===== src/rtl/mux21_arb_pkg.sv =====
// mux21_arb_pkg: state encoding, requester indices and round-robin pick for the Mux21 arbiter
package mux21_arb_pkg;
    typedef enum logic [1:0] {
        IDLE = 2'd0,
        OWN  = 2'd1,
        GAP  = 2'd2
    } state_t;

    localparam logic REQ0 = 1'b0;
    localparam logic REQ1 = 1'b1;

    // A lone requester wins outright; on a tie the side that did not own last wins.
    function automatic logic pick2(input logic [1:0] req, input logic last);
        return (req == 2'b11) ? ~last : req[1];
    endfunction
endpackage


===== src/rtl/arb_hold_timer.sv =====
// arb_hold_timer: ownership length counter, loads to 1 on grant and saturates at MAX_HOLD
module arb_hold_timer #(
    parameter int MAX_HOLD = 8
) (
    input  logic clk,
    input  logic rst,
    input  logic i_load,
    input  logic i_inc,
    output logic o_expire
);
    localparam int W = $clog2(MAX_HOLD + 1);

    logic [W-1:0] r_cnt;

    assign o_expire = (r_cnt == W'(MAX_HOLD));

    always_ff @(posedge clk or posedge rst) begin
        if (rst)
            r_cnt <= '0;
        else if (i_load)
            r_cnt <= W'(1);
        else if (i_inc && !o_expire)
            r_cnt <= r_cnt + W'(1);
    end
endmodule


===== src/rtl/mux21_arbiter.sv =====
// mux21_arbiter: round-robin owner of a shared 2:1 mux with hold limit and turnaround gap
module mux21_arbiter
    import mux21_arb_pkg::*;
#(
    parameter int MAX_HOLD   = 8,
    parameter int GAP_CYCLES = 1
) (
    input  logic       clk,
    input  logic       rst,
    input  logic [1:0] req,
    output logic [1:0] grant,
    output logic       sel,
    output logic       busy,
    output logic       preempt
);
    state_t     r_state;
    logic [1:0] r_grant;
    logic       r_sel;
    logic       r_busy;
    logic       r_preempt;
    logic       r_last;
    logic [3:0] r_gap;
    logic       w_expire;
    logic       w_pre;
    logic       w_rel;
    logic       w_arb;
    logic       w_win;
    logic       w_load;
    logic       w_inc;

    // While owning, the current owner is the "last" side for a direct handoff.
    always_comb begin
        w_pre  = (r_state == OWN) && req[r_sel] && w_expire && req[~r_sel];
        w_rel  = (r_state == OWN) && (!req[r_sel] || w_pre);
        w_arb  = (r_state == IDLE) || (r_state == GAP && r_gap == 4'd0) || (w_rel && GAP_CYCLES == 0);
        w_win  = pick2(req, (r_state == OWN) ? r_sel : r_last);
        w_load = w_arb && (req != 2'b00);
        w_inc  = (r_state == OWN) && !w_rel;
    end

    arb_hold_timer #(.MAX_HOLD(MAX_HOLD)) u_hold (
        .clk      (clk),
        .rst      (rst),
        .i_load   (w_load),
        .i_inc    (w_inc),
        .o_expire (w_expire)
    );

    always_ff @(posedge clk or posedge rst) begin
        if (rst) begin
            r_state   <= IDLE;
            r_grant   <= 2'b00;
            r_sel     <= REQ0;
            r_busy    <= 1'b0;
            r_preempt <= 1'b0;
            r_last    <= REQ1;
            r_gap     <= 4'd0;
        end else begin
            r_preempt <= w_pre;
            if (w_rel)
                r_last <= r_sel;
            if (w_load) begin
                r_state <= OWN;
                r_grant <= w_win ? 2'b10 : 2'b01;
                r_sel   <= w_win;
                r_busy  <= 1'b1;
            end else if (w_arb) begin
                r_state <= IDLE;
                r_grant <= 2'b00;
                r_busy  <= 1'b0;
            end else if (w_rel) begin
                r_state <= GAP;
                r_grant <= 2'b00;
                r_gap   <= 4'(GAP_CYCLES - 1);
            end else if (r_state == GAP)
                r_gap <= r_gap - 4'd1;
        end
    end

    assign grant   = r_grant;
    assign sel     = r_sel;
    assign busy    = r_busy;
    assign preempt = r_preempt;
endmodule


===== config.mk =====
export PLATFORM = sky130hd
export DESIGN_NAME = mux21_arbiter
export DESIGN_NICKNAME = d
export VERILOG_FILES = /design/src/rtl/mux21_arb_pkg.sv /design/src/rtl/arb_hold_timer.sv /design/src/rtl/mux21_arbiter.sv
export SDC_FILE = /design/constraint.sdc
export NUM_CORES = 1
export LEC_CHECK = 0
export CAP_MARGIN = 20
export CORE_UTILIZATION = 48
export CTS_BUF_LIST = sky130_fd_sc_hd__clkbuf_2 sky130_fd_sc_hd__clkbuf_4 sky130_fd_sc_hd__clkbuf_8
export DETAILED_ROUTE_END_ITERATION = 7
export GPL_TIMING_DRIVEN = 0
export HOLD_SLACK_MARGIN = 0.15
export PLACE_DENSITY_LB_ADDON = 0.05
export SLEW_MARGIN = 20
export SYNTH_ARGS = -nofsm -noshare
export SYNTH_HDL_FRONTEND = slang
export SYNTH_SLANG_ARGS = --single-unit

===== constraint.sdc =====
create_clock -name clk -period 1.8 [get_ports clk]
set_input_delay 0.18 -clock clk [delete_from_list [all_inputs] [get_ports clk]]
set_output_delay 0.18 -clock clk [all_outputs]
set_load 0.02 [all_outputs]

* Word-level counts from Yosys, hierarchy flattened
Index checks and enable logic that the tools add are counted.
** Cells by class
- $add $sub $neg :: 2
- $lt $le $gt $ge :: 2
- Equality and inequality tests :: 4
- Muxes and demuxes :: 19
- Bitwise logic cells :: 4
- Reduce and logical (&&, ||, !) cells :: 21
** Operators with widths (number)
- $mux 4 :: 4
- $mux 2 :: 7
- $logic_and 1x1->1 :: 8
- $mux 1 :: 8
- $reduce_bool 2->1 :: 4
- $add 4x1->4 const B :: 1
- $eq 2x2->1 const B :: 2
- $eq 4x4->1 const B :: 1
- $logic_not 4->1 :: 1
- $lt 1x2->1 const B :: 2
- $not 1->1 :: 4
- $sub 4x1->4 const B :: 1
- $logic_not 1->1 :: 3
- $reduce_and 3->1 :: 1
- $reduce_bool 3->1 :: 1
- $eq 2x1->1 const B :: 1
- $logic_not 2->1 :: 1
- $logic_or 1x1->1 :: 2
** Storage, ports and cells
- Flip-flop bits (word level) :: 16
- Output and inout port bits :: 5
- Word-level logic and storage cells :: 60

* Longest topological paths before layout
- Depth in word-level cells :: 12
- Gate-level depth with buffers :: 6
- Mapped depth without buffers :: 6

* Cells and area by module
Synthesis repeated with hierarchy kept, for this count alone.
** Second synthesis, totals
- Cells, all modules :: 90
- Area total of the unflattened synthesis :: 902.1 µm²
** Modules (own cells, without submodules)
- mux21_arbiter :: times used 1, cells an instance 65, area each 666.9 µm², sequential area each 301.5 µm²
- arb_hold_timer :: times used 1, cells an instance 25, area each 235.2 µm², sequential area each 100.1 µm²

* Worst setup path after synthesis
No wires, ideal clock.
- Kind :: register to register
- Start :: reg r_gap[0]
- End :: reg r_gap[3]
- Arrival :: 1.491 ns
- Required time :: 1.675 ns
- Path slack :: 0.183 ns
- Cell stages (with the launch flop) :: 7
- Path buffers :: 0
- Path through :: dfrtp_1 > inv_1 > ha_1 > or3b_1 > a21o_2 > a41oi_1 > nor3_1
** On the way
- Longest elaborated chain between the ends :: 6
** RTL lines
- start, declared :: line mux21_arbiter.sv:22 : logic [3:0] r_gap;
- start signal, assigned :: line mux21_arbiter.sv:74 : r_gap <= 4'(GAP_CYCLES - 1);
- start signal, assigned :: line mux21_arbiter.sv:76 : r_gap <= r_gap - 4'd1;
- branches (longest 6 deep; another with $sub 4x1->4)
Several ways; the timed one is not identified. The select of a mux whose other input is x is not followed.
A chain may end at the register's enable or synchronous reset.

* Worst setup path after layout
- Start :: reg r_gap[1]
- End :: reg r_gap[3]
The elaborated chain is that of the path after synthesis.

==> impl_metrics.csv <==
group,metric,value,unit
global_route,first_global_vias,585,
die,die_area,0.00206,mm2
cts,clk_path_buf_depth,2,
routing,drt-total-wl,1630,um
global_route,antenna_found_initial,0,
routing,ant_nets,0,
synthesis,syn_avg_cell_area,10.1,um2
cts,clock-sinks,16,
setup_path,cp.arrival,1.89,ns
die,rows,15,
place,place.gp.congestion,0.727,
synthesis,postSynthCellCount,89,
sta,fin_ws,0.0881,ns
sta,finalCritPeriodShare,95.1,%
sta,skew,0.0101,ns
routing,drt_iter0_markers,14,
setup_path,cp-start-kind,"register",
routing,via_per_inst,5.38,
cts,root_buffer,"clkbuf_4",
setup_path,cpPeakStageDelay,0.41,ns
setup_path,cp_cell_sequence,"inv_1, ha_1, or3b_4, a21o_4, a41oi_1, nor3_1",
final_layout,fillers,151,
routing,drc,0,
setup_path,crit_start,"r_gap[1]$_DFFE_PP0P_",
run_status,outcome,"complete, no violations",
sta,relSlewSlack,59.0,%
setup_path,rr_startpoint,"r_gap[1]$_DFFE_PP0P_",
synthesis,yosysSeqAreaShare,44.5,%
cts,clock_latency,0.28,ns
global_route,grt_pass1_wl,2580,um
die,die_w,45.4,um
synthesis,synthesis.area,902,um2
job,maxCapViolations,0,
final_layout,n_antenna_cell,0,
routing,firstDrtPassIters,4,
die,initial_core_util,51.7,%
synthesis,syn_nets,96,
setup_path,cp_max_fo,8,
synthesis,yosysWarnings,0,
worst_hold_path,holdCritPathClass,"in -> async",
final_layout,layout-drive-gt1-share,16.8,%
cts,htree_levels,1,
die,num_io_pins,9,
final_layout,final_common_cell,"dfrtp_1",
pwr,peakVddDrop,0.953,mV
die,core,0.00175,mm2
place,dp_slack,-0.0148,ns
place,dp_hpwl,1150,um
setup_path,endpoint_kind,"register",
final_layout,final_cell_mix,"15 x dfrtp_1, 10 x nand2_1, 9 x inv_1",
sta,setup_viol,0,
global_route,grt_max_degree,17,
pwr,cellPowerDensity,1760,mW/mm2
final_layout,nets,109,
sta,tightest_slew,0.614,ns
setup_path,required,1.98,ns
synthesis,ys_seq_elements,16,
pwr,p_leak,0.465,nW
sta,fmax,584,MHz
setup_path,worstSetupPathType,"reg -> reg",
place,place_inst,122,
die,die_h,45.4,um
final_layout,syn_to_final_growth,17.9,%
final_layout,final_util,60.9,%
global_route,overflow,0,
cts,path_clk_slew,0.10,ns
synthesis,ys_types,34,
sta,hold_viol,0,
global_route,grtUsageTotal,17.7,%
routing,vias,678,
cts,holdBufCountCts,0,
sta,post-route-min-period,1.71,ns
cts,cts_buffers,3,
final_layout,instances_no_fill,126,
place,portBuffers,8,
sta,drv_slew,0,
setup_path,slowest_stage,"or3b_4",
cts,cts_tree,"built",
routing,wire_per_inst,12.9,um
metal layers:
layer,global-route usage [%],vias up,part of all wire [%]
met5,0,-,0
met1,26.5,322,51
met4,5.45,0,0.74
li1,-,338,-
met2,26.4,16,44
met3,2.40,2,4.9
path summary, 6_finish.rpt:
path	slack, ns	cells after the start	to
worst max-delay path	0.09	6	r_gap[3]$_DFFE_PP0P_
worst min-delay path	0.25	2	busy$_DFFE_PP0N_
worst max register to register	0.09	6	r_gap[3]$_DFFE_PP0P_
worst min register to register	0.50	2	busy$_DFFE_PP0N_
max in group asynchronous	1.14	2	grant[1]$_DFFE_PP0P_
min in group clk	0.50	2	busy$_DFFE_PP0N_
critical path, delay by kind of cell (launching register included):
kind,cells,cell delay [ns]
adders and majority gates,1,0.18
and+or+nand+nor,2,0.47
AOI/OAI and AO/OA,2,0.48
DFF,1,0.37
buffers and inverters,1,0.10
what timing repair did:
action                                  in CTS  in global routing
endpoints found under the setup margin       1                  3
gates resized for setup                      1                  4
buffers inserted                             0                  0
flip-flops by register name, indices dropped and copies added, names as in the netlist:
register	flops
busy	1
grant	2
preempt	1
r_gap	4
r_last	1
r_state	2
sel	1
u_hold.r_cnt	4
metrics by stage:
step / power, mW / TNS (ns) / area, um2 / hold slack [ns]
6_report: 1.88 / 0 / 1060 / 0.252
5_1_grt: 2.01 / -0.00200 / 1060 / 0.327
4_1_cts: 1.82 / 0 / 1050 / 0.278
3_5_place_dp: 1.59 / -0.0148 / 1010 / 0.472
3_3_place_gp: 1.57 / -0.00598 / 1010 / 0.464
2_1_floorplan: 1.35 / 0 / 902 / 0.0930
Yosys cell counts (all sizes together):
cell	instances	area share [%]
dfrtp	15	42
inv	10	4.2
nand2	10	4.2
nor2	7	4.6
a21oi	5	2.8
mux2i	4	4.4
nor3	4	2.2
ha	3	4.2
nand2b	3	2.9
nand3	3	1.7
o21ai	3	2.1
and4b	2	2.2
clkbuf	2	0.97
o2bb2ai	2	1.9
xnor2	2	1.9
a211o	1	0.97
a21o	1	0.97
a311oi	1	1.7
a31oi	1	0.69
a41oi	1	0.97
and4	1	0.97
dfstp	1	2.9
mux2	1	1.7
nor3b	1	0.83
o221ai	1	2.9
o22a	1	0.97
o22ai	1	0.69
o32ai	1	0.97
or3b	1	0.97
kinds of logic after synthesis:
kind of cell	after synthesis	share of synthesized area (%)
AO/OA/AOI/OAI	19	17.6
multiplexers	5	6.10
buffers and inverters	12	5.13
adder cells (fa/ha/maj)	3	4.16
AND/OR/NAND/NOR	32	20.5
flip-flops	16	44.5
XOR/XNOR	2	1.94
cell type report:
type	instances	area, um2	share of cell area [%]
Inverter	10	37.5	3.53
Clock buffer	4	30.0	2.82
Sequential cell	16	402	37.8
Timing Repair Buffer	8	80.1	7.53
Tap cell	25	31.3	2.94
Multi-Input combinational cell	61	474	44.6
Buffer	2	8.76	0.824
where the power goes:
part,total (mW),internal (mW),switching [mW]
logic,1.02,0.459,0.559
clock network,0.217,0.101,0.116
registers,0.641,0.514,0.127
No activity file was read; power rests on OpenSTA's default activity.
